[src/rtl/rate_limit_mc_pkg.sv]
// -----------------------------------------------------------------------------
// rate_limit_mc_pkg
// Purpose : shared parameter defaults, credit/period typedefs and small helper
//           functions for the multi-channel token-bucket rate limiter.
// Contents: RL_*_DEF   default values for the rate_limit_mc parameters
//           credit_t   bucket level at the default credit width
//           period_t   refill interval at the default period width
//           sat_inc16  16-bit saturating increment (grant statistics)
// -----------------------------------------------------------------------------
package rate_limit_mc_pkg;

   localparam int RL_W_DEF           = 32;
   localparam int RL_CH_DEF          = 4;
   localparam int RL_CW_DEF          = 6;
   localparam int RL_PW_DEF          = 5;
   localparam int RL_CREDIT_INIT_DEF = 0;
   localparam int RL_STAT_W          = 16;

   typedef logic [RL_CW_DEF-1:0] credit_t;
   typedef logic [RL_PW_DEF-1:0] period_t;

   // Counter sticks at all-ones instead of wrapping back to zero.
   function automatic logic [RL_STAT_W-1:0] sat_inc16(input logic [RL_STAT_W-1:0] v);
      logic [RL_STAT_W-1:0] r;
      if (v == {RL_STAT_W{1'b1}}) begin
         r = v;
      end else begin
         r = v + {{(RL_STAT_W-1){1'b0}}, 1'b1};
      end
      return r;
   endfunction

endpackage

[src/rtl/rate_limit_mc_if.sv]
// -----------------------------------------------------------------------------
// rate_limit_mc_if
// Purpose : data-path handshake bundle of the rate limiter.
// Signals : in_valid  [CH]     per-channel request valid
//           in_data   [CH*W]   per-channel payload, channel i at [i*W +: W]
//           in_ready  [CH]     per-channel accept (combinational grant)
//           out_valid          registered output beat valid
//           out_data  [W]      registered output payload
//           out_ch    [log2CH] source channel of the output beat
//           out_ready          downstream accept
// Modports: master = traffic source/sink side, slave = rate limiter side.
// -----------------------------------------------------------------------------
interface rate_limit_mc_if
   import rate_limit_mc_pkg::*;
#(
   parameter int W  = RL_W_DEF,
   parameter int CH = RL_CH_DEF
) ();

   localparam int CHW = $clog2(CH);

   logic [CH-1:0]   in_valid;
   logic [CH*W-1:0] in_data;
   logic [CH-1:0]   in_ready;
   logic            out_valid;
   logic [W-1:0]    out_data;
   logic [CHW-1:0]  out_ch;
   logic            out_ready;

   modport master (
      output in_valid, in_data, out_ready,
      input  in_ready, out_valid, out_data, out_ch
   );

   modport slave (
      input  in_valid, in_data, out_ready,
      output in_ready, out_valid, out_data, out_ch
   );

endinterface

[src/rtl/rate_limit_mc_bucket.sv]
// -----------------------------------------------------------------------------
// rate_limit_mc_bucket
// Purpose : one token bucket. On a refill and/or grant the level becomes
//           min(credit - grant + (refill ? inc : 0), max), computed one bit
//           wider than the bucket so it never wraps. Without refill or grant
//           the level is held, so a bucket above a lowered cap keeps its value
//           until its next update.
// Ports   : clk, rst_n      clock, async active-low reset
//           i_refill        refill pulse from the shared period counter
//           i_grant         one credit consumed this cycle
//           i_inc, i_max    credits per refill, bucket cap
//           o_credit        current bucket level (register)
// -----------------------------------------------------------------------------
module rate_limit_mc_bucket
   import rate_limit_mc_pkg::*;
#(
   parameter int CW          = RL_CW_DEF,
   parameter int CREDIT_INIT = RL_CREDIT_INIT_DEF
) (
   input  logic          clk,
   input  logic          rst_n,
   input  logic          i_refill,
   input  logic          i_grant,
   input  logic [CW-1:0] i_inc,
   input  logic [CW-1:0] i_max,
   output logic [CW-1:0] o_credit
);

   logic [CW-1:0] r_credit;
   logic [CW:0]   w_add;
   logic [CW:0]   w_sum;
   logic [CW-1:0] w_next;
   logic          w_upd;

   // Next level: subtract grant, add refill, clip to the cap.
   always_comb begin
      w_add  = {(CW+1){1'b0}};
      w_sum  = {(CW+1){1'b0}};
      w_next = r_credit;
      w_upd  = i_refill | i_grant;
      if (i_refill) begin
         w_add = {1'b0, i_inc};
      end else begin
         w_add = {(CW+1){1'b0}};
      end
      // A grant is only issued on a non-empty bucket, so this never underflows.
      w_sum = {1'b0, r_credit} - {{CW{1'b0}}, i_grant} + w_add;
      if (w_sum > {1'b0, i_max}) begin
         w_next = i_max;
      end else begin
         w_next = w_sum[CW-1:0];
      end
   end

   // Bucket level register, updated only on refill or grant.
   always_ff @(posedge clk or negedge rst_n) begin
      if (!rst_n) begin
         r_credit <= CW'(CREDIT_INIT);
      end else if (w_upd) begin
         r_credit <= w_next;
      end else begin
         r_credit <= r_credit;
      end
   end

   assign o_credit = r_credit;

endmodule

[src/rtl/rate_limit_mc.sv]
// -----------------------------------------------------------------------------
// rate_limit_mc
// Purpose : multi-channel token-bucket rate limiter. A shared period counter
//           emits a refill pulse every cfg_period+1 cycles; each channel owns a
//           bucket (rate_limit_mc_bucket). Channels that are enabled, valid and
//           hold credit compete in a round-robin arbiter; at most one beat per
//           cycle is granted and captured in a single output register.
// Ports   : clk, rst_n            clock, async active-low reset
//           cfg_period [PW]       refill interval minus one
//           cfg_inc    [CW]       credits added per refill
//           cfg_max    [CW]       bucket cap
//           cfg_en     [CH]       per-channel enable
//           bus (slave)           in_valid/in_data/in_ready, out_valid/
//                                 out_data/out_ch/out_ready
//           credit_r   [CH*CW]    bucket levels, channel i at [i*CW +: CW]
//           stat_grant [CH*16]    saturating per-channel grant counters,
//                                 present only with RATE_LIMIT_MC_STATS_EN
// Build   : define RATE_LIMIT_MC_STATS_EN to add the stat_grant output.
// -----------------------------------------------------------------------------
module rate_limit_mc
   import rate_limit_mc_pkg::*;
#(
   parameter int W           = RL_W_DEF,
   parameter int CH          = RL_CH_DEF,
   parameter int CW          = RL_CW_DEF,
   parameter int PW          = RL_PW_DEF,
   parameter int CREDIT_INIT = RL_CREDIT_INIT_DEF
) (
   input  logic               clk,
   input  logic               rst_n,
   input  logic [PW-1:0]      cfg_period,
   input  logic [CW-1:0]      cfg_inc,
   input  logic [CW-1:0]      cfg_max,
   input  logic [CH-1:0]      cfg_en,
   rate_limit_mc_if.slave     bus,
   output logic [CH*CW-1:0]   credit_r
`ifdef RATE_LIMIT_MC_STATS_EN
   ,
   output logic [CH*RL_STAT_W-1:0] stat_grant
`endif
);

   localparam int CHW = $clog2(CH);

   logic [PW-1:0]  r_cnt;
   logic           w_refill;
   logic [CW-1:0]  w_credit [CH];
   logic [CH-1:0]  w_elig;
   logic           w_found;
   logic [CHW-1:0] w_gnt_idx;
   logic           w_can_accept;
   logic           w_gnt_vld;
   logic [CH-1:0]  w_gnt;
   logic [CHW-1:0] r_ptr;
   logic           r_out_valid;
   logic [W-1:0]   r_out_data;
   logic [CHW-1:0] r_out_ch;

   // ---------------------------------------------------------------- period
   // ">=" rather than "==" so a lowered cfg_period below the count still
   // produces a refill on the next cycle instead of waiting for a wrap.
   assign w_refill = (r_cnt >= cfg_period);

   // Period counter: counts 0..cfg_period and restarts on the refill pulse.
   always_ff @(posedge clk or negedge rst_n) begin
      if (!rst_n) begin
         r_cnt <= {PW{1'b0}};
      end else if (w_refill) begin
         r_cnt <= {PW{1'b0}};
      end else begin
         r_cnt <= r_cnt + {{(PW-1){1'b0}}, 1'b1};
      end
   end

   // --------------------------------------------------------------- buckets
   for (genvar g = 0; g < CH; g++) begin : g_bucket
      rate_limit_mc_bucket #(
         .CW          (CW),
         .CREDIT_INIT (CREDIT_INIT)
      ) u_bucket (
         .clk      (clk),
         .rst_n    (rst_n),
         .i_refill (w_refill),
         .i_grant  (w_gnt[g]),
         .i_inc    (cfg_inc),
         .i_max    (cfg_max),
         .o_credit (w_credit[g])
      );

      assign credit_r[g*CW +: CW] = w_credit[g];
      // Disabled channels are never eligible, but their buckets keep refilling.
      assign w_elig[g] = cfg_en[g] & bus.in_valid[g] & (w_credit[g] != {CW{1'b0}});
   end

   // ------------------------------------------------------------- arbiter
   // Round-robin search from the pointer for the first eligible channel.
   always_comb begin : p_arb
      logic [CHW:0] v_cand;
      v_cand    = {(CHW+1){1'b0}};
      w_found   = 1'b0;
      w_gnt_idx = {CHW{1'b0}};
      for (int k = 0; k < CH; k++) begin
         v_cand = {1'b0, r_ptr} + (CHW+1)'(k);
         if (v_cand >= (CHW+1)'(CH)) begin
            v_cand = v_cand - (CHW+1)'(CH);
         end else begin
            v_cand = v_cand;
         end
         if (!w_found && w_elig[v_cand[CHW-1:0]]) begin
            w_found   = 1'b1;
            w_gnt_idx = v_cand[CHW-1:0];
         end else begin
            w_found   = w_found;
            w_gnt_idx = w_gnt_idx;
         end
      end
   end

   // Grant only when the output slot frees up this cycle. rst_n gates the
   // grant so in_ready drops the moment reset asserts, even if CREDIT_INIT
   // leaves the buckets non-empty.
   always_comb begin
      w_can_accept = ~r_out_valid | bus.out_ready;
      w_gnt_vld    = w_found & w_can_accept & rst_n;
      if (w_gnt_vld) begin
         w_gnt = {{(CH-1){1'b0}}, 1'b1} << w_gnt_idx;
      end else begin
         w_gnt = {CH{1'b0}};
      end
   end

   assign bus.in_ready = w_gnt;

   // Round-robin pointer: moves past the winner, only on a grant.
   always_ff @(posedge clk or negedge rst_n) begin
      if (!rst_n) begin
         r_ptr <= {CHW{1'b0}};
      end else if (w_gnt_vld) begin
         if (w_gnt_idx == CHW'(CH-1)) begin
            r_ptr <= {CHW{1'b0}};
         end else begin
            r_ptr <= w_gnt_idx + {{(CHW-1){1'b0}}, 1'b1};
         end
      end else begin
         r_ptr <= r_ptr;
      end
   end

   // ------------------------------------------------------ output register
   // Output slot: load on grant, clear on pop without grant, else hold.
   always_ff @(posedge clk or negedge rst_n) begin
      if (!rst_n) begin
         r_out_valid <= 1'b0;
         r_out_data  <= {W{1'b0}};
         r_out_ch    <= {CHW{1'b0}};
      end else if (w_gnt_vld) begin
         r_out_valid <= 1'b1;
         r_out_data  <= bus.in_data[w_gnt_idx*W +: W];
         r_out_ch    <= w_gnt_idx;
      end else if (bus.out_ready) begin
         r_out_valid <= 1'b0;
         r_out_data  <= r_out_data;
         r_out_ch    <= r_out_ch;
      end else begin
         r_out_valid <= r_out_valid;
         r_out_data  <= r_out_data;
         r_out_ch    <= r_out_ch;
      end
   end

   assign bus.out_valid = r_out_valid;
   assign bus.out_data  = r_out_data;
   assign bus.out_ch    = r_out_ch;

`ifdef RATE_LIMIT_MC_STATS_EN
   // ------------------------------------------------------------ statistics
   for (genvar s = 0; s < CH; s++) begin : g_stat
      logic [RL_STAT_W-1:0] r_stat;

      // Per-channel grant counter, saturating at all-ones.
      always_ff @(posedge clk or negedge rst_n) begin
         if (!rst_n) begin
            r_stat <= {RL_STAT_W{1'b0}};
         end else if (w_gnt[s]) begin
            r_stat <= sat_inc16(r_stat);
         end else begin
            r_stat <= r_stat;
         end
      end

      assign stat_grant[s*RL_STAT_W +: RL_STAT_W] = r_stat;
   end
`endif

endmodule

[src/flat_wrapper.sv]
// flat-port wrapper written by rule: the top's interface ports become plain ports
module rate_limit_mc_flat import rate_limit_mc_pkg::*;
#(
   parameter int W           = RL_W_DEF,
   parameter int CH          = RL_CH_DEF,
   parameter int CW          = RL_CW_DEF,
   parameter int PW          = RL_PW_DEF,
   parameter int CREDIT_INIT = RL_CREDIT_INIT_DEF
)
  (clk, rst_n, cfg_period, cfg_inc, cfg_max, cfg_en, credit_r, bus_in_valid, bus_in_data, bus_out_ready, bus_in_ready, bus_out_valid, bus_out_data, bus_out_ch);
  rate_limit_mc_if #(.W(W), .CH(CH)) bus_i ();
  input  logic clk;
  input  logic rst_n;
  input  logic [PW-1:0] cfg_period;
  input  logic [CW-1:0] cfg_inc;
  input  logic [CW-1:0] cfg_max;
  input  logic [CH-1:0] cfg_en;
  output logic [CH*CW-1:0] credit_r;
  input wire logic [$bits(bus_i.in_valid)-1:0] bus_in_valid;
  input wire logic [$bits(bus_i.in_data)-1:0] bus_in_data;
  input wire logic [$bits(bus_i.out_ready)-1:0] bus_out_ready;
  output wire logic [$bits(bus_i.in_ready)-1:0] bus_in_ready;
  output wire logic [$bits(bus_i.out_valid)-1:0] bus_out_valid;
  output wire logic [$bits(bus_i.out_data)-1:0] bus_out_data;
  output wire logic [$bits(bus_i.out_ch)-1:0] bus_out_ch;
  assign bus_i.in_valid = bus_in_valid;
  assign bus_i.in_data = bus_in_data;
  assign bus_i.out_ready = bus_out_ready;
  assign bus_in_ready = bus_i.in_ready;
  assign bus_out_valid = bus_i.out_valid;
  assign bus_out_data = bus_i.out_data;
  assign bus_out_ch = bus_i.out_ch;
  rate_limit_mc #(.W(W), .CH(CH), .CW(CW), .PW(PW), .CREDIT_INIT(CREDIT_INIT)) u_core (.clk(clk), .rst_n(rst_n), .cfg_period(cfg_period), .cfg_inc(cfg_inc), .cfg_max(cfg_max), .cfg_en(cfg_en), .bus(bus_i), .credit_r(credit_r));
endmodule
[config.mk]
export PLATFORM = sky130hd
export DESIGN_NAME = rate_limit_mc_flat
export DESIGN_NICKNAME = d
export VERILOG_FILES = /design/src/rtl/rate_limit_mc_pkg.sv /design/src/rtl/rate_limit_mc_if.sv /design/src/rtl/rate_limit_mc_bucket.sv /design/src/rtl/rate_limit_mc.sv /design/src/flat_wrapper.sv
export SDC_FILE = /design/constraint.sdc
export NUM_CORES = 1
export LEC_CHECK = 0
export ABC_AREA = 0
export BUFFER_PORTS_ARGS = -buffer_cell sky130_fd_sc_hd__clkbuf_2
export CORE_MARGIN = 4
export CORE_UTILIZATION = 55
export CTS_CLUSTER_DIAMETER = 150
export DETAILED_ROUTE_END_ITERATION = 10
export GPL_ROUTABILITY_DRIVEN = 0
export PLACE_DENSITY_LB_ADDON = 0.1
export SYNTH_ARGS = -nofsm -noshare
export SYNTH_HDL_FRONTEND = slang
export SYNTH_SLANG_ARGS = --single-unit
[constraint.sdc]
create_clock -name clk -period 11.5 [get_ports clk]
set_input_delay 0.575 -clock clk [delete_from_list [all_inputs] [get_ports clk]]
set_output_delay 0.575 -clock clk [all_outputs]
set_load 0.02 [all_outputs]
After elaboration in Yosys (flattened, before gate mapping)
Cells that the tools add are included.

operators by class
  add/sub/neg operators = 17
  order comparisons = 13
  equality and inequality tests = 1
  shift operators = 2
  muxes and demuxes = 30
  bitwise logic cells = 16
  reduce and logical (&&, ||, !) cells = 11

operators with widths
  operator                                                                              number
  128-bit by 8-bit variable part select with 32-bit output                              1
  6-bit 2-to-1 mux                                                                      5
  7-bit adder                                                                           4
  7-bit by 6-bit > comparator with 1-bit output                                         4
  6-bit by 1-bit subtractor with 7-bit output                                           4
  6-bit nonzero test                                                                    4
  2-bit 2-to-1 mux                                                                      9
  2-bit by 3-bit < comparator with 1-bit output (second input constant)                 4
  1-bit AND                                                                             10
  1-bit 2-to-1 mux                                                                      10
  3-bit greater-or-equal comparator (second input constant)                             3
  1-bit binary-select mux with 2-bit select                                             4
  2-bit by 1-bit subtractor with 2-bit output (second input constant)                   4
  2-bit by 2-bit adder with 3-bit output (second input constant)                        2
  5-bit by 1-bit adder with 5-bit output (second input constant)                        1
  5-bit greater-or-equal comparator                                                     1
  5-bit 2-to-1 mux                                                                      1
  1-bit OR                                                                              5
  4-bit 2-to-1 mux                                                                      1
  1-bit by 2-bit << shifter with 4-bit output (first input constant)                    1
  2-bit by 1-bit adder with 3-bit output (second input constant)                        1
  2-bit by 3-bit greater-or-equal comparator with 1-bit output (second input constant)  1
  1-bit logical AND                                                                     3
  1-bit zero test                                                                       3
  4 further kinds                                                                       4

storage, ports and cells
  bits in registers = 66
  input bits = 156
  output and inout port bits = 63
  word-level logic and storage cells = 99

Depth between registers and ports, before layout
Gate-level depths: netlist of the first run.

  depth in word-level cells = 21
  depth in mapped cells = 25
  depth with buffers taken out = 23

Hierarchy
A second synthesis of the first run with hierarchy kept.

second synthesis, totals
  cell total of the unflattened synthesis = 813
  area, all modules = 6982.9 µm²

by module, submodules not included
  module                                                  times used  cells an instance  area an instance (µm²)  seq. area each (µm²)
  rate_limit_mc                                           1           343                3369.5                  1051.0
  rate_limit_mc_bucket (u_core.g_bucket[0].u_bucket ...)  3           118                903.4                   150.1
  rate_limit_mc_bucket (u_core.g_bucket[3].u_bucket)      1           116                903.4                   150.1

Worst setup path after synthesis of the first run
No wires, ideal clock.

  path type = reg2reg
  start = register u_core.g_bucket[3].u_bucket.r_credit[1]
  end = register u_core.g_bucket[1].u_bucket.r_credit[0]
  library setup time = 0.125 ns
  arrival time = 5.320 ns
  required time = 11.375 ns
  path slack = 6.055 ns
  cell stages (with the launch flop) = 22
  path buffers = 1
  clock period less this slack = 5.445 ns
  cells stage by stage = dfrtp_1 -> or4_1 -> o311a_1 -> o41ai_2 -> nor2b_1 -> nand2_1 -> buf_2 -> nor2_1 -> ha_1 -> inv_1 -> ha_1 -> fa_1 -> a21o_1 -> a21oi_1 -> xnor2_1 -> ha_1 -> o21a_1 -> o22ai_1 -> a21oi_1 -> nor2_1 -> mux2_2 -> mux2_2

between the ends
  word-level cells in the longest chain between the ends = 21
  elaborated cells on any way between the ends = 33
  those cells by class = 2 x add/sub; 1 x order compare; 1 x shift; 18 x mux; 4 x bitwise; 7 x reduce/logical

RTL lines
  element                                        RTL line                    text
  start: declaration                             rate_limit_mc_bucket.sv:29  logic [CW-1:0] r_credit;
  start signal: assignment                       rate_limit_mc_bucket.sv:58  r_credit <= CW'(CREDIT_INIT);
  start signal: assignment                       rate_limit_mc_bucket.sv:60  r_credit <= w_next;
  start signal: assignment                       rate_limit_mc_bucket.sv:62  r_credit <= r_credit;
  6-bit nonzero test *                           rate_limit_mc.sv:92         assign w_elig[g] = cfg_en[g] & bus.in_valid[g] & (w_credit[g] != {CW{1'b0}});
  1-bit AND *                                    rate_limit_mc.sv:92
  1-bit binary-select mux with 2-bit select      rate_limit_mc.sv:109        if (!w_found && w_elig[v_cand[CHW-1:0]]) begin
  1-bit 2-to-1 mux (not written as such)         rate_limit_mc.sv:109
  1-bit 2-to-1 mux                               rate_limit_mc.sv:109
  1-bit zero test                                rate_limit_mc.sv:109
  1-bit logical AND                              rate_limit_mc.sv:109
  1-bit 2-to-1 mux                               rate_limit_mc.sv:109
  (+5 left out)                                  --
  1-bit 2-to-1 mux                               rate_limit_mc.sv:109
  1-bit AND (2 in a row)                         rate_limit_mc.sv:124        w_gnt_vld = w_found & w_can_accept & rst_n;
  4-bit 2-to-1 mux *                             rate_limit_mc.sv:125        if (w_gnt_vld) begin
  net u_core.g_bucket[1].u_bucket.i_grant        rate_limit_mc_bucket.sv:23  input logic i_grant,
  6-bit by 1-bit subtractor with 7-bit output    rate_limit_mc_bucket.sv:47  w_sum = {1'b0, r_credit} - {{CW{1'b0}}, i_grant} + w_add;
  7-bit adder                                    rate_limit_mc_bucket.sv:47
  7-bit by 6-bit > comparator with 1-bit output  rate_limit_mc_bucket.sv:48  if (w_sum > {1'b0, i_max}) begin
  6-bit 2-to-1 mux                               rate_limit_mc_bucket.sv:48
  end signal: assignment                         rate_limit_mc_bucket.sv:58
  end signal: assignment                         rate_limit_mc_bucket.sv:60
  end signal: assignment                         rate_limit_mc_bucket.sv:62
  end: declaration                               rate_limit_mc_bucket.sv:29

The timed path passes the listed nets; every way through them passes the cells marked *. The select of a mux whose other input is x is not followed.
A chain may end at the register's enable or synchronous reset.

Final worst setup path of the first run
  start = register u_core.g_bucket[1].u_bucket.r_credit[2]
  end = register u_core.g_bucket[0].u_bucket.r_credit[0]

between the ends
  word-level cells in the longest chain between the ends = 21
  elaborated cells on any way between the ends = 33
  those cells by class = 2 x add/sub; 1 x order compare; 1 x shift; 18 x mux; 4 x bitwise; 7 x reduce/logical

RTL lines
  element                                        RTL line
  6-bit nonzero test *                           rate_limit_mc.sv:92
  1-bit AND *                                    rate_limit_mc.sv:92
  1-bit binary-select mux with 2-bit select      rate_limit_mc.sv:109
  1-bit 2-to-1 mux (not written as such)         rate_limit_mc.sv:109
  1-bit 2-to-1 mux                               rate_limit_mc.sv:109
  1-bit zero test                                rate_limit_mc.sv:109
  1-bit logical AND                              rate_limit_mc.sv:109
  1-bit 2-to-1 mux                               rate_limit_mc.sv:109
  (+4 left out)                                  --
  1-bit logical AND                              rate_limit_mc.sv:109
  1-bit 2-to-1 mux                               rate_limit_mc.sv:109
  1-bit AND (2 in a row)                         rate_limit_mc.sv:124
  4-bit 2-to-1 mux *                             rate_limit_mc.sv:125
  6-bit by 1-bit subtractor with 7-bit output    rate_limit_mc_bucket.sv:47
  7-bit adder                                    rate_limit_mc_bucket.sv:47
  7-bit by 6-bit > comparator with 1-bit output  rate_limit_mc_bucket.sv:48
  6-bit 2-to-1 mux                               rate_limit_mc_bucket.sv:48
  end signal: assignment                         rate_limit_mc_bucket.sv:58
  end signal: assignment                         rate_limit_mc_bucket.sv:60
  end signal: assignment                         rate_limit_mc_bucket.sv:62
  end: declaration                               rate_limit_mc_bucket.sv:29

Every way passes the cells marked *; elsewhere a longest branch is shown, timed or not. The select of a mux whose other input is x is not followed.

==> flow_summary.yaml, run 1 <==
synth:
  synth.distinct_cells: 48
  yosysSeqAreaShare_pct: 28.2
  ys_ff_latch: 66
  synthSimpleGateAreaFrac_pct: 6.73
  synth-main-ff-cell: "dfrtp_1"
  synth_top_family_by_area: "multiplexers"
  synth_compound_area_share_pct: 17.1
  syn_area_sq_mm: 0.00586
  synth-edff-count: 0
  synth-xor-area-share_pct: 2.54
  async_flop_share_pct: 100
  synth_fa_ha_area_share_pct: 18.2
  synthesis.nets: 852
  synth_area_per_cell_sq_um: 9.56
  syn_inst: 613
  yosysWarnings: 0
  synthMuxAreaShare_pct: 18.6
final_layout:
  final_common_cell: "clkbuf_2"
  layout.nets: 1058
  area_delta_synth_final_pct: 22.2
  most-common-layout-cells: "217 x clkbuf_2, 102 x mux2i_1, 86 x inv_1"
  antenna_cells: 0
  final_core_util_pct: 69.1
  layout-drive-gt1-share_pct: 31.1
timing:
  rsz0062_at_grt: "false"
  finalHoldViolations: 0
  finalSetupTns_ns: 0
  worst_slew_pin_slew_ns: 1.33
  relSlewSlack_pct: 11.0
  setup_viol: 0
  fin_skew_ns: 0.00806
  min_period_over_period_pct: 57.3
  finalWorstSetupSlack_ns: 4.91
  maxSlewViolCount: 0
  clock.fmax_mhz: 152
  min_period_ns: 6.59
grt:
  grt_pass1_vias: 5558
  grt_max_degree: 69
  grt_usage_pct: 27.1
  grt_antenna_before_repair: 0
  grt_pass1_wl_um: 27100
  grt.overflow.total: 0
critical_path:
  r2r_setup_slack_ns: 4.91
  r2r_start: "u_core.g_bucket[1].u_bucket.o_credit[2]$_DFFE_PN0P_"
  cp-start-kind: "flop"
  rr_worst_depth: 21
  r2r-end: "u_core.g_bucket[0].u_bucket.o_credit[0]$_DFFE_PN0P_"
  critPathCaptureType: "flop"
  worstPathRequired_ns: 11.73
  timing_worst_setup_path_type: "flop to flop"
  crit_path_max_fanout: 68
  cp.arrival_ns: 6.82
clocking:
  cts_tree: "built"
  insertion_delay_ns: 0.35
  postCtsSetupBuffers: 0
  cts_buffers: 9
  numClockSinks: 66
  cts_resized: 0
  max-clock-path-buffers: 2
  hold_buffers: 0
  clkTransAtPathRegs_ns: 0.07
  htree_levels: 3
  cts_root_buf: "clkbuf_8"
route:
  drt_iter0_markers: 268
  avgRoutedWirePerCell_um: 17.8
  drcViolationCount: 0
  dr.pass1.iters: 4
  drt-total-wl_um: 17100
  routed_via_density: 5.52
  via_count: 5301
  drt.antenna.violating_nets: 0
place:
  port_buffers: 218
  hpwlAfterDp_um: 13900
  preCtsSetupSlack_ns: 4.99
worst_hold_path:
  holdCritPathClass: "primary input to async pin"
die:
  core_region_area_sq_mm: 0.0104
  start_util_pct: 56.5
  row_count: 37
  die_area_sq_mm: 0.0124
  fp.dieW_um: 111
  die_h_um: 111
  pin_count: 219
run_status:
  outcome: "finished clean"
pwr:
  p_per_area_mw_per_mm2: 355
  peakVddDrop_mv: 0.316
  total_power_mw: 2.55
  p_leak_nw: 4.13
flow_run:
  drv_cap: 0
[where the power goes]
group / internal [mW] / switching [mW] / leakage, nW
combinational: 0.862 / 1.09 / 3.24
sequential: 0.332 / 0.0789 / 0.797
clock: 0.0951 / 0.0920 / 0.0944
total: 1.29 / 1.26 / 4.13
[metrics by stage]
step | area [sq um] | hold WS (ns) | cells
3_5_place_dp | 6970 | 0.465 | 944
4_1_cts | 7160 | 0.450 | 960
3_3_place_gp | 6970 | 0.461 | 944
5_1_grt | 7160 | 0.489 | 960
2_1_floorplan | 5860 | 0.279 | 613
6_report | 7160 | 0.414 | 960
[state kept, by name, summed over array words and instances (netlist names)]
register                           count
u_core.bus.out_data                   32
u_core.g_bucket.u_bucket.o_credit     24
u_core.r_cnt                           5
u_core.bus.out_ch                      2
u_core.r_ptr                           2
u_core.bus.out_valid                   1
[critical path, cell delays in order (launching register included)]
cell and delay, ns:
dfrtp_1 0.39, or4_1 0.58, o311a_1 0.35, a21o_1 0.17, a311o_1 0.40, clkinv_2 0.06
buf_4 0.80, nor3_2 0.21, ha_1 0.35, inv_1 0.04, ha_1 0.20, fa_1 0.41
a21oi_1 0.21, o21ai_0 0.14, nor2b_1 0.17, ha_1 0.26, a21o_1 0.16, a21oi_1 0.14
o21ai_0 0.11, a22oi_1 0.60, mux2_2 0.42, mux2_2 0.25
[metal layers]
layer | share of wire (%) | track usage, %
met5 | 0 | 0
met4 | 3.6 | 12.3
met3 | 5.9 | 4.59
met2 | 51 | 50.3
met1 | 39 | 30.0
[final cells by class]
cell class / count / area (sq um)
Timing Repair Buffer: 222 / 1120
Multi-Input combinational cell: 433 / 3700
Fill cell: 855 / 3210
Clock inverter: 4 / 25.0
Inverter: 87 / 328
Sequential cell: 66 / 1650
Clock buffer: 12 / 165
Tap cell: 136 / 170
[cell families after synthesis]
family	after synthesis
AOI/OAI and AO/OA	148
buffers and inverters	114
muxes	108
adders and majority gates	83
and+or+nand+nor	77
DFF	66
xor gates and xnor gates	17
[cells in the mapped netlist (all sizes together) (7+ instances only)]
| master | instances | area, sq um |
|---|---|---|
| a21o | 49 | 368 |
| a21oi | 26 | 130 |
| buf | 21 | 158 |
| dfrtp | 66 | 1650 |
| ha | 79 | 988 |
| inv | 87 | 327 |
| mux2i | 102 | 1020 |
| nand2 | 24 | 90.1 |
| nand3 | 9 | 45.0 |
| nor2 | 15 | 71.3 |
| nor3 | 7 | 45.0 |
| o21ai | 15 | 75.1 |
| o22ai | 33 | 206 |
| xnor2 | 11 | 96.3 |
[how the worst max path moves through the flow]
| stage | depth (start not counted) | startpoint | slack, ns | to |
|---|---|---|---|---|
| floorplan | 21 | u_core.g_bucket[3].u_bucket.o_credit[1]$_DFFE_PN0P_ | 6.06 | u_core.g_bucket[1].u_bucket.o_credit[0]$_DFFE_PN0P_ |
| global placement | 21 | u_core.g_bucket[1].u_bucket.o_credit[2]$_DFFE_PN0P_ | 5.24 | u_core.g_bucket[0].u_bucket.o_credit[0]$_DFFE_PN0P_ |
| detailed placement | 21 | u_core.g_bucket[1].u_bucket.o_credit[2]$_DFFE_PN0P_ | 4.99 | u_core.g_bucket[0].u_bucket.o_credit[0]$_DFFE_PN0P_ |
| CTS | 21 | u_core.g_bucket[1].u_bucket.o_credit[2]$_DFFE_PN0P_ | 4.94 | u_core.g_bucket[0].u_bucket.o_credit[0]$_DFFE_PN0P_ |
| global route | 20 | u_core.g_bucket[1].u_bucket.o_credit[2]$_DFFE_PN0P_ | 4.62 | u_core.g_bucket[1].u_bucket.o_credit[0]$_DFFE_PN0P_ |
| finish | 21 | u_core.g_bucket[1].u_bucket.o_credit[2]$_DFFE_PN0P_ | 4.91 | u_core.g_bucket[0].u_bucket.o_credit[0]$_DFFE_PN0P_ |
(Power assumes the default switching activity.)
==> run 2, diff against run 1 <==
--- a/config.mk
+++ b/config.mk
@@ -8,7 +8,7 @@
 export ABC_AREA = 0
 export BUFFER_PORTS_ARGS = -buffer_cell sky130_fd_sc_hd__clkbuf_2
 export CORE_MARGIN = 4
-export CORE_UTILIZATION = 55
+export CORE_UTILIZATION = 51
 export CTS_CLUSTER_DIAMETER = 150
 export DETAILED_ROUTE_END_ITERATION = 10
 export GPL_ROUTABILITY_DRIVEN = 0
==> constraint.sdc (replaced) <==
create_clock -name clk -period 6.9 [get_ports clk]
set_input_delay 0.345 -clock clk [delete_from_list [all_inputs] [get_ports clk]]
set_output_delay 0.345 -clock clk [all_outputs]
set_load 0.02 [all_outputs]
==> run 2 against run 1 <==
  * Clock-buffer cell count is 2 lower
  * Via count down 0.43%
  * Cell count is 0.83% higher
  * First-iteration DRC count fell by 6.3%
  * Critical path depth fell by 1
  * Clock power grew to 2.9 times the previous value
  * Sequential share of layout area fell by 0.61 points
  * Sequential cell count stayed put
  * Register-to-register slack got worse by 4.3 ns
  * Combinational power rose by 69%
  * Clock skew increased by 0.00059 ns
  * Largest power group unchanged
  * Highest routed layer unchanged
==> flow_summary.yaml, run 2 (same netlist as run 1, synthesis figures left out) <==
clocking:
  cts_root_buf: "clkbuf_16"
  htree_levels: 3
  postCtsSetupBuffers: 0
  hold_buffers: 0
  cts_resized: 0
  insertion_delay_ns: 0.34
  clkTransAtPathRegs_ns: 0.06
  max-clock-path-buffers: 2
  cts_tree: "built"
  cts_buffers: 9
  numClockSinks: 66
critical_path:
  timing_worst_setup_path_type: "flop to flop"
  cp.arrival_ns: 6.51
  worstPathRequired_ns: 7.10
  critPathCaptureType: "flop"
  crit_path_max_fanout: 15
  cp-start-kind: "flop"
final_layout:
  fillCellCount: 969
  final_common_cell: "clkbuf_2"
  largest_reg_flops: 32
  multiInputGateArea_sq_mm: 0.00370
  regArea_sq_mm: 0.00165
  area_delta_synth_final_pct: 25.6
  design_area_sq_mm: 0.00736
  layout-drive-gt1-share_pct: 31.4
  most-common-layout-cells: "217 x clkbuf_2, 102 x mux2i_1, 86 x inv_1"
  layout.nets: 1062
  antenna_cells: 0
timing:
  holdWs_ns: 0.298
  relSlewSlack_pct: 18.2
  maxSlewViolCount: 0
  setup_viol: 0
  min_period_over_period_pct: 91.4
  fin_skew_ns: 0.00865
  clock.fmax_mhz: 158
  finalSetupTns_ns: 0
  finalHoldViolations: 0
  rsz0062_at_grt: "false"
  min_period_ns: 6.31
  worst_slew_pin_slew_ns: 1.23
die:
  die_h_um: 115
  die_area_sq_mm: 0.0133
  row_count: 38
  core_region_area_sq_mm: 0.0110
  pin_count: 219
  fp.dieW_um: 115
  start_util_pct: 53.1
pwr:
  p_leak_nw: 4.23
  power.share.switching_pct: 46.6
  clkPwrFrac_pct: 11.9
  peakVddDrop_mv: 0.416
  p_sw_mw: 2.10
  p_per_area_mw_per_mm2: 613
  p_int_mw: 2.41
  seqPwrFrac_pct: 15.0
  combPwrFrac_pct: 73.0
grt:
  grt_max_degree: 67
  grt_usage_pct: 24.8
  grt_pass1_vias: 5334
  grt.overflow.total: 0
  grt_pass1_wl_um: 26200
  grt_antenna_before_repair: 0
run_status:
  outcome: "finished clean"
place:
  placed_cell_area_sq_mm: 0.00701
  port_buffers: 218
  hpwlAfterDp_um: 13500
route:
  drt-total-wl_um: 16800
  drcViolationCount: 0
  avgRoutedWirePerCell_um: 17.3
  dr.pass1.iters: 4
  routed_via_density: 5.45
  via_count: 5278
  drt.antenna.violating_nets: 0
  drt_iter0_markers: 251
worst_hold_path:
  holdCritPathClass: "primary input to flop"
flow_run:
  drv_cap: 0
==> run 2: changes by cell type in the layout (fill, tap and decap cells not counted) <==
| cell | before | now |
|---|---|---|
| inv_6 | 0 | 1 |
| clkbuf_8 | 12 | 1 |
| buf_4 | 4 | 8 |
| clkbuf_16 | 0 | 9 |
| clkinv_2 | 3 | 2 |
| bufinv_16 | 0 | 3 |
| clkinvlp_4 | 2 | 1 |
==> run 2: final cells by class <==
class | count | share of cell area (%)
clock buffer | 10 | 3.25
clock inverter | 6 | 1.51
inverter | 87 | 4.46
multi-input combinational | 433 | 50.3
sequential | 66 | 22.4
tap | 140 | 2.38
timing repair buffer | 226 | 15.6
==> run 2: power by group through the flow <==
stage	registers, mW	logic [mW]	clock network, mW
final	0.679	3.30	0.539
after global routing	0.702	3.70	0.566
after CTS	0.678	3.30	0.548
after detailed placement	0.684	3.27	0
after global placement	0.676	3.12	0
after floorplan	0.835	2.31	0
==> run 2: critical path, stage by stage (launching register included) <==
cell      delay [ns]
dfrtp_1         0.40
or4_1           0.58
o311ai_0        0.68
a311o_1         0.37
clkinv_2        0.31
ha_1            0.33
and2_4          0.18
ha_1            0.29
inv_1           0.04
ha_1            0.20
fa_1            0.41
a21oi_1         0.20
o21ai_0         0.16
nor2b_1         0.23
ha_1            0.29
a21o_1          0.16
a21oi_1         0.14
o21ai_0         0.11
a22oi_1         0.65
mux2i_1         0.30
a21oi_1         0.11
==> run 2: routing by layer <==
| layer | track usage [%] | routed length, um | part of all wire, % |
|---|---|---|---|
| met5 | 0 | 0 | 0 |
| met4 | 9.31 | 396 | 2.4 |
| met3 | 4.95 | 1330 | 7.9 |
| met2 | 42.7 | 8420 | 50 |
| met1 | 30.7 | 6610 | 39 |
==> run 2: worst paths after layout <==
kind	startpoint	depth (start not counted)	slack, ns	to
setup reg to reg	u_core.g_bucket[3].u_bucket.o_credit[1]$_DFFE_PN0P_	20	0.59	u_core.g_bucket[3].u_bucket.o_credit[0]$_DFFE_PN0P_
min in group asynchronous	rst_n	2	0.31	u_core.g_bucket[3].u_bucket.o_credit[1]$_DFFE_PN0P_
hold / removal	bus_out_ready	3	0.30	u_core.bus.out_valid$_DFFE_PN0P_
max in group asynchronous	rst_n	2	6.01	u_core.g_bucket[0].u_bucket.o_credit[0]$_DFFE_PN0P_
hold reg to reg	u_core.bus.out_data[4]$_DFFE_PN0P_	1	0.47	u_core.bus.out_data[4]$_DFFE_PN0P_
setup / recovery	u_core.g_bucket[3].u_bucket.o_credit[1]$_DFFE_PN0P_	20	0.59	u_core.g_bucket[3].u_bucket.o_credit[0]$_DFFE_PN0P_
==> run 2: metrics by stage <==
step | total power [mW] | cells | utilization, % | worst slack (ns)
2_1_floorplan | 3.14 | 613 | - | 1.46
3_3_place_gp | 3.79 | 952 | 63.5 | 0.931
3_5_place_dp | 3.95 | 952 | 63.5 | 0.706
4_1_cts | 4.53 | 968 | 66.7 | 0.607
5_1_grt | 4.97 | 968 | 66.7 | 0.230
6_report | 4.51 | 968 | 66.7 | 0.591
